File: config.mk
export PLATFORM = sky130hd
export DESIGN_NAME = mems_scan_sequencer_flat
export DESIGN_NICKNAME = d
export VERILOG_FILES = /design/src/rtl/mems_scan_sequencer_if.sv /design/src/rtl/mems_scan_sequencer.sv /design/src/flat_wrapper.sv
export SDC_FILE = /design/constraint.sdc
export NUM_CORES = 1
export LEC_CHECK = 0
export CORE_MARGIN = 2
export CORE_UTILIZATION = 45
export DETAILED_ROUTE_END_ITERATION = 8
export GPL_ROUTABILITY_DRIVEN = 0
export HOLD_SLACK_MARGIN = 0.05
export PLACE_DENSITY = 0.79
export SYNTH_ARGS = -nofsm -noshare
export SYNTH_HDL_FRONTEND = slang
export SYNTH_SLANG_ARGS = --single-unit
File: constraint.sdc
create_clock -name clk -period 2.56 [get_ports clk]
set_input_delay 0.384 -clock clk [delete_from_list [all_inputs] [get_ports clk]]
set_output_delay 0.384 -clock clk [all_outputs]
set_load 0.005 [all_outputs]
File: src/rtl/mems_scan_sequencer_if.sv
// rtl/mems_scan_sequencer_if.sv - ROM/SPI send and marker FIFO handshake bundle
interface mems_scan_sequencer_if #(
  parameter int ADDR_W = 16
) ();
  logic [ADDR_W-1:0] rom_addr;
  logic              mems_SPI_start;
  logic              mems_SPI_busy;
  logic              new_line;
  logic              new_frame;
  logic              new_line_FIFO_done;
  logic              new_frame_FIFO_done;

  modport master (
    output rom_addr, mems_SPI_start, new_line, new_frame,
    input  mems_SPI_busy, new_line_FIFO_done, new_frame_FIFO_done
  );

  modport slave (
    input  rom_addr, mems_SPI_start, new_line, new_frame,
    output mems_SPI_busy, new_line_FIFO_done, new_frame_FIFO_done
  );
endinterface

File: src/rtl/mems_scan_sequencer.sv
// rtl/mems_scan_sequencer.sv - MEMS mirror scan sequencer: DAC init block, point streaming, home park, markers
module mems_scan_sequencer #(
  parameter int ADDR_W          = 16,
  parameter int INIT_CMDS       = 2,
  parameter int SCAN_START      = 8,
  parameter int POINTS_PER_LINE = 800,
  parameter int LINES_PER_FRAME = 10,
  parameter int FRAMES          = 2,
  parameter int MARK_POS        = 615,
  parameter int HOME_ADDR       = 4
) (
  input  logic clk,
  input  logic rst_n,
  input  logic mems_soft_reset_i,
  input  logic pause_i,
  input  logic loop_en_i,
  input  logic go_home_i,
  output logic marker_overrun_o,
  output logic scan_active_o,
  output logic [((FRAMES > 1) ? $clog2(FRAMES) : 1)-1:0] frame_idx_o,
  mems_scan_sequencer_if.master bus
);

  localparam int PW = (POINTS_PER_LINE > 1) ? $clog2(POINTS_PER_LINE) : 1;
  localparam int LW = (LINES_PER_FRAME > 1) ? $clog2(LINES_PER_FRAME) : 1;
  localparam int FW = (FRAMES > 1) ? $clog2(FRAMES) : 1;

  localparam logic [PW-1:0]     P_LAST     = PW'(POINTS_PER_LINE - 1);
  localparam logic [LW-1:0]     L_LAST     = LW'(LINES_PER_FRAME - 1);
  localparam logic [FW-1:0]     F_LAST     = FW'(FRAMES - 1);
  localparam logic [PW-1:0]     P_MARK     = PW'(MARK_POS);
  localparam logic [ADDR_W-1:0] INIT_LAST  = ADDR_W'(INIT_CMDS - 1);
  localparam logic [ADDR_W-1:0] SCAN_ADDR  = ADDR_W'(SCAN_START);
  localparam logic [ADDR_W-1:0] HOME_WORD  = ADDR_W'(HOME_ADDR);

  localparam longint PATTERN_END = longint'(SCAN_START)
                                 + longint'(FRAMES) * longint'(LINES_PER_FRAME) * longint'(POINTS_PER_LINE);

  if (INIT_CMDS < 1) begin : g_chk_init
    $error("INIT_CMDS must be at least 1");
  end
  if (POINTS_PER_LINE < 2 || LINES_PER_FRAME < 1 || FRAMES < 1) begin : g_chk_dims
    $error("pattern dimensions out of range");
  end
  if (MARK_POS >= POINTS_PER_LINE) begin : g_chk_mark
    $error("MARK_POS must be below POINTS_PER_LINE");
  end
  if (PATTERN_END > (longint'(1) << ADDR_W)) begin : g_chk_addr
    $error("scan pattern does not fit in the ROM address space");
  end

  typedef enum logic [2:0] {
    ST_IDLE,
    ST_INIT,
    ST_SCAN,
    ST_HOME,
    ST_DONE
  } state_e;

  state_e            state_q, state_d;
  logic [ADDR_W-1:0] rom_addr_q, rom_addr_d;
  logic              start_q, start_d;
  logic [PW-1:0]     point_q, point_d;
  logic [LW-1:0]     line_q, line_d;
  logic [FW-1:0]     frame_q, frame_d;
  logic              new_line_q, new_line_d;
  logic              new_frame_q, new_frame_d;
  logic              overrun_q, overrun_d;
  logic              scan_active_q, scan_active_d;

  logic issuable;
  logic last_point;
  logic do_init, do_next_init, do_restart, do_step, do_home;
  logic mark, set_line, set_frame;

  // A send needs the SPI master idle and one quiet cycle after the previous strobe.
  assign issuable   = !bus.mems_SPI_busy && !start_q;
  assign last_point = (point_q == P_LAST) && (line_q == L_LAST) && (frame_q == F_LAST);

  always_comb begin
    state_d      = state_q;
    do_init      = 1'b0;
    do_next_init = 1'b0;
    do_restart   = 1'b0;
    do_step      = 1'b0;
    do_home      = 1'b0;

    case (state_q)
      ST_IDLE: begin
        if (mems_soft_reset_i) do_init = 1'b1;
      end
      ST_INIT: begin
        if (issuable) begin
          if (rom_addr_q == INIT_LAST) do_restart   = 1'b1;
          else                         do_next_init = 1'b1;
        end
      end
      ST_SCAN: begin
        if (issuable) begin
          if (go_home_i) begin
            do_home = 1'b1;
          end else if (!pause_i) begin
            if (!last_point)    do_step    = 1'b1;
            else if (loop_en_i) do_restart = 1'b1;
            else                state_d    = ST_DONE;
          end
        end
      end
      ST_HOME: begin
        if (issuable && !go_home_i) do_restart = 1'b1;
      end
      ST_DONE: begin
        if (issuable && go_home_i) do_home = 1'b1;
      end
      default: state_d = ST_IDLE;
    endcase

    // Soft reset overrides every other action once the link is free.
    if (state_q != ST_IDLE && mems_soft_reset_i && issuable) begin
      do_next_init = 1'b0;
      do_restart   = 1'b0;
      do_step      = 1'b0;
      do_home      = 1'b0;
      do_init      = 1'b1;
    end

    if (do_restart || do_step) state_d = ST_SCAN;
    if (do_home)               state_d = ST_HOME;
    if (do_init)               state_d = ST_INIT;
  end

  always_comb begin
    rom_addr_d = rom_addr_q;
    start_d    = do_init | do_next_init | do_restart | do_step | do_home;
    point_d    = point_q;
    line_d     = line_q;
    frame_d    = frame_q;

    if (state_q == ST_IDLE || do_init) rom_addr_d = '0;
    if (do_next_init)                  rom_addr_d = rom_addr_q + 1'b1;
    if (do_home)                       rom_addr_d = HOME_WORD;

    if (do_restart) begin
      rom_addr_d = SCAN_ADDR;
      point_d    = '0;
      line_d     = '0;
      frame_d    = '0;
    end

    if (do_step) begin
      rom_addr_d = rom_addr_q + 1'b1;
      if (point_q == P_LAST) begin
        point_d = '0;
        if (line_q == L_LAST) begin
          line_d  = '0;
          frame_d = frame_q + 1'b1;
        end else begin
          line_d = line_q + 1'b1;
        end
      end else begin
        point_d = point_q + 1'b1;
      end
    end
  end

  // Markers follow the counters of the point being sent on this edge.
  always_comb begin
    mark      = (do_restart || do_step) && (point_d == P_MARK);
    set_line  = mark && (line_d != '0);
    set_frame = mark && (line_d == '0);

    new_line_d  = set_line  ? 1'b1 : (bus.new_line_FIFO_done  ? 1'b0 : new_line_q);
    new_frame_d = set_frame ? 1'b1 : (bus.new_frame_FIFO_done ? 1'b0 : new_frame_q);

    overrun_d = overrun_q
              | (set_line  && new_line_q  && !bus.new_line_FIFO_done)
              | (set_frame && new_frame_q && !bus.new_frame_FIFO_done);
    if (do_init) overrun_d = 1'b0;

    scan_active_d = (state_d == ST_SCAN);
  end

  always_ff @(posedge clk) begin
    if (!rst_n) begin
      state_q       <= ST_IDLE;
      rom_addr_q    <= '0;
      start_q       <= 1'b0;
      point_q       <= '0;
      line_q        <= '0;
      frame_q       <= '0;
      new_line_q    <= 1'b0;
      new_frame_q   <= 1'b0;
      overrun_q     <= 1'b0;
      scan_active_q <= 1'b0;
    end else begin
      state_q       <= state_d;
      rom_addr_q    <= rom_addr_d;
      start_q       <= start_d;
      point_q       <= point_d;
      line_q        <= line_d;
      frame_q       <= frame_d;
      new_line_q    <= new_line_d;
      new_frame_q   <= new_frame_d;
      overrun_q     <= overrun_d;
      scan_active_q <= scan_active_d;
    end
  end

  assign bus.rom_addr       = rom_addr_q;
  assign bus.mems_SPI_start = start_q;
  assign bus.new_line       = new_line_q;
  assign bus.new_frame      = new_frame_q;
  assign marker_overrun_o   = overrun_q;
  assign scan_active_o      = scan_active_q;
  assign frame_idx_o        = frame_q;

endmodule
File: src/flat_wrapper.sv
// flat-port wrapper written by rule: the top's interface ports become plain ports
module mems_scan_sequencer_flat 
#(
  parameter int ADDR_W          = 16,
  parameter int INIT_CMDS       = 2,
  parameter int SCAN_START      = 8,
  parameter int POINTS_PER_LINE = 800,
  parameter int LINES_PER_FRAME = 10,
  parameter int FRAMES          = 2,
  parameter int MARK_POS        = 615,
  parameter int HOME_ADDR       = 4
)
  (clk, rst_n, mems_soft_reset_i, pause_i, loop_en_i, go_home_i, marker_overrun_o, scan_active_o, frame_idx_o, bus_rom_addr, bus_mems_SPI_start, bus_new_line, bus_new_frame, bus_mems_SPI_busy, bus_new_line_FIFO_done, bus_new_frame_FIFO_done);
  mems_scan_sequencer_if #(.ADDR_W(ADDR_W)) bus_i ();
  input  logic clk;
  input  logic rst_n;
  input  logic mems_soft_reset_i;
  input  logic pause_i;
  input  logic loop_en_i;
  input  logic go_home_i;
  output logic marker_overrun_o;
  output logic scan_active_o;
  output logic [((FRAMES > 1) ? $clog2(FRAMES) : 1)-1:0] frame_idx_o;
  output wire logic [$bits(bus_i.rom_addr)-1:0] bus_rom_addr;
  output wire logic [$bits(bus_i.mems_SPI_start)-1:0] bus_mems_SPI_start;
  output wire logic [$bits(bus_i.new_line)-1:0] bus_new_line;
  output wire logic [$bits(bus_i.new_frame)-1:0] bus_new_frame;
  input wire logic [$bits(bus_i.mems_SPI_busy)-1:0] bus_mems_SPI_busy;
  input wire logic [$bits(bus_i.new_line_FIFO_done)-1:0] bus_new_line_FIFO_done;
  input wire logic [$bits(bus_i.new_frame_FIFO_done)-1:0] bus_new_frame_FIFO_done;
  assign bus_rom_addr = bus_i.rom_addr;
  assign bus_mems_SPI_start = bus_i.mems_SPI_start;
  assign bus_new_line = bus_i.new_line;
  assign bus_new_frame = bus_i.new_frame;
  assign bus_i.mems_SPI_busy = bus_mems_SPI_busy;
  assign bus_i.new_line_FIFO_done = bus_new_line_FIFO_done;
  assign bus_i.new_frame_FIFO_done = bus_new_frame_FIFO_done;
  mems_scan_sequencer #(.ADDR_W(ADDR_W), .INIT_CMDS(INIT_CMDS), .SCAN_START(SCAN_START), .POINTS_PER_LINE(POINTS_PER_LINE), .LINES_PER_FRAME(LINES_PER_FRAME), .FRAMES(FRAMES), .MARK_POS(MARK_POS), .HOME_ADDR(HOME_ADDR)) u_core (.clk(clk), .rst_n(rst_n), .mems_soft_reset_i(mems_soft_reset_i), .pause_i(pause_i), .loop_en_i(loop_en_i), .go_home_i(go_home_i), .marker_overrun_o(marker_overrun_o), .scan_active_o(scan_active_o), .frame_idx_o(frame_idx_o), .bus(bus_i));
endmodule
==> impl_metrics.env <==
export IMPL_cts_buffer_depth=2
export IMPL_multi_input_area_sq_mm=0.00165
export IMPL_synth_compound_area_share_pct=26.3
export IMPL_synth_edf_count=0
export IMPL_synthSimpleGateAreaFrac_pct=32.5
export IMPL_peakVddDrop_mv=0.403
export IMPL_clk_pin_slew_ns=0.07
export IMPL_initial_core_util_pct=46.8
export IMPL_vias_per_cell=5.88
export IMPL_setup_tns_ns=0
export IMPL_hold_viol_final=0
export IMPL_num_vias=2611
export IMPL_drt_pre_antenna_iters=5
export IMPL_antenna_found_initial=0
export IMPL_fp_dieH_um=79.7
export IMPL_grt_pass1_wl_um=10900
export IMPL_yosys_area_share_adder_pct=1.46
export IMPL_ys_types=66
export IMPL_cts_max_level=2
export IMPL_path_buf_inv=1
export IMPL_placement_io_buffers=30
export IMPL_power_density_mw_per_mm2=359
export IMPL_io_pins=31
export IMPL_synth_ff_type="dfxtp_1"
export IMPL_fillers=489
export IMPL_yosysWarnings=0
export IMPL_diodes=0
export IMPL_crit_slowest_cell="or4_4"
export IMPL_critPathLaunchType="register"
export IMPL_grt_max_degree=21
export IMPL_syn_area_per_cell_sq_um=8.03
export IMPL_layout_drive_gt1_share_pct=19.1
export IMPL_clk_latency_ns=0.30
export IMPL_yosysSeqAreaShare_pct=30.3
export IMPL_syn2layout_area_growth_pct=23.7
export IMPL_core_area_sq_mm=0.00551
export IMPL_regArea_sq_um=781
export IMPL_layout_nets=383
export IMPL_cap_violations=0
export IMPL_end_kind="register"
export IMPL_outcome="finished, final reports clean"
export IMPL_syn_nets=333
export IMPL_die_area_sq_mm=0.00635
export IMPL_cp_required_ns=2.75
export IMPL_drt_wl_total_um=6490
export IMPL_synth_seq_cells=39
export IMPL_drt_antenna_violating_nets=0
export IMPL_max_freq_mhz=417
export IMPL_fin_ws_ns=0.162
export IMPL_path_max_fanout=5
export IMPL_leakage_nw=1.13
export IMPL_finalCriticalPeriod_ns=2.40
export IMPL_arrival_ns=2.59
export IMPL_track_usage_pct=21.5
export IMPL_rsz0062_at_grt="no"
export IMPL_slew_limit_headroom_pct=68.8
export IMPL_worstHoldPathCells=2
export IMPL_slowest_delay_ns=0.59
export IMPL_hp_class="reg -> reg"
export IMPL_tightest_slew_ns=0.461
export IMPL_cts_sinks=39
export IMPL_synth_xor_area_share_pct=2.38
export IMPL_critPathKind="reg -> reg"
export IMPL_synth_top_family_by_area="simple AND/OR/NAND/NOR gates"
export IMPL_setup_viol_count_final=0
export IMPL_grt_pass1_vias=2378
export IMPL_finClkSkew_ns=0.0141
export IMPL_dp_hpwl_um=4790
export IMPL_yosys_mux_area_fraction_pct=0.825
export IMPL_drv_slew=0
export IMPL_path_depth=9
export IMPL_rr_worst_depth=9
export IMPL_drc=0
export IMPL_cts_tree="done"
export IMPL_rows=27
export IMPL_synthesis_area_sq_mm=0.00258
export IMPL_ys_async_sr_fraction_pct=0
export IMPL_synthCells=321
export IMPL_timing_hold_ws_ns=0.538
export IMPL_post_place_ws_ns=0.00507
export IMPL_overflow=0
export IMPL_cts_buffers=5
export IMPL_die_w_um=79.7
export IMPL_drt_iter0_drc=157
export IMPL_cpLargestDelayFamily="simple AND/OR/NAND/NOR gates"
export IMPL_worstPathCellList="ha_1 > nand4_4 > or4_4 > o22ai_2 > a21oi_2 > buf_4 > a22oi_4 > nor3_2 > a31o_1"
export IMPL_timing_final_crit_share_pct=93.7
export IMPL_wl_per_cell_um=14.6
export IMPL_cts_root_buf="clkbuf_8"
## layer usage
metal  vias up  share of wire, %  GRT usage (%)
li1       1292                 -              -
met1      1226                43           26.5
met2        81                50           37.5
met3        12               5.3           4.52
met4         0               2.0           6.38
met5         -                 0              0
## layout make-up
| class | count | share of cell area, % |
|---|---|---|
| clock buffer | 5 | 2.16 |
| clock inverter | 3 | 0.627 |
| inverter | 12 | 1.41 |
| multi-input combinational | 252 | 51.8 |
| sequential | 39 | 24.5 |
| tap | 72 | 2.82 |
| timing repair buffer | 61 | 16.7 |
## worst paths after layout
check	slack, ns	from	endpoint
hold / removal	0.54	u_core.point_q[9]$_SDFF_PN0_	u_core.point_q[9]$_SDFF_PN0_
setup reg to reg	0.16	u_core.point_q[1]$_SDFF_PN0_	u_core.bus.new_line$_SDFFE_PN0P_
hold reg to reg	0.54	u_core.point_q[9]$_SDFF_PN0_	u_core.point_q[9]$_SDFF_PN0_
setup / recovery	0.16	u_core.point_q[1]$_SDFF_PN0_	u_core.bus.new_line$_SDFFE_PN0P_
## flip-flops by register name, indices dropped and copies added, names as in the netlist, 3 cells and up
signal	count
u_core.state_q	3
u_core.bus.rom_addr	16
u_core.point_q	10
u_core.line_q	4
## repair_timing
item | 4_1_cts | 5_1_grt
gates resized for setup | 0 | 3
setup buffers | 0 | 1
hold buffers | 0 | 0
endpoints found under the setup margin | 0 | 13
## cells in the final DEF, fill, tap and decap left out, types with 3 or more instances in the layout
cell type         n
nor2_1           32
buf_4            31
nand4b_1          4
nand2_1          30
a21boi_0          3
nand3_1          13
and2_1            5
ha_1              3
nand4_1           7
nor3_1           11
xnor2_1           6
clkdlybuf4s50_1  30
a21boi_2          6
clkbuf_8          5
dfxtp_1          39
o21ai_0          21
a21oi_2           3
a41oi_1           3
nor4_1            8
a21oi_1          16
o21a_1            9
a22oi_1           4
a31oi_1          10
and3_1            7
inv_1            11
## cells by family (layout without fill, tap and decap cells)
| group | count (synthesis) | after routing |
|---|---|---|
| DFF | 39 | 39 |
| xor gates and xnor gates | 7 | 7 |
| AOI/OAI and AO/OA | 94 | 94 |
| buffers and inverters | 30 | 81 |
| adders and majority gates | 3 | 3 |
| and+or+nand+nor | 146 | 146 |
| muxes | 2 | 2 |
## worst register-to-register path, stage by stage, from the launching register on
cell,delay (ns)
dfxtp_1,0.38
ha_1,0.23
nand4_4,0.18
or4_4,0.59
o22ai_2,0.14
a21oi_2,0.10
buf_4,0.17
a22oi_4,0.20
nor3_2,0.09
a31o_1,0.22
## where the power goes
group          total (mW)  leakage [nW]  internal [mW]  switching, mW
Sequential          0.617         0.315          0.610        0.00753
Combinational       0.108         0.774         0.0493         0.0588
Clock               0.421        0.0402          0.190          0.231
Total                1.15          1.13          0.849          0.298
## stage by stage
| step | area, sq um | util [%] | instances | power [mW] |
|---|---|---|---|---|
| floorplan | 2580 | - | 321 | 0.691 |
| global placement | 3080 | 55.9 | 435 | 0.736 |
| detailed placement | 3080 | 55.9 | 435 | 0.737 |
| CTS | 3170 | 57.5 | 443 | 1.15 |
| global route | 3190 | 57.9 | 444 | 1.20 |
| finish | 3190 | 57.9 | 444 | 1.15 |
## cells in the mapped netlist, types with 6 or more instances
cell      number  area share (%)
nand3_1       13             2.5
clkbuf_1       7             1.0
nand2_1       30             4.4
dfxtp_1       39              30
and3_1         7             1.7
xnor2_1        6             2.0
nor3_1        11             2.1
inv_1         11             1.6
nand4_1        7             1.7
a21boi_2       6             2.6
o21a_1         9             2.6
a31oi_1       10             2.4
nor2_1        32             4.7
nor4_1         8             1.9
o21ai_0       21             4.1
a21oi_1       16             3.1
No activity file was read; power rests on OpenSTA's default activity.
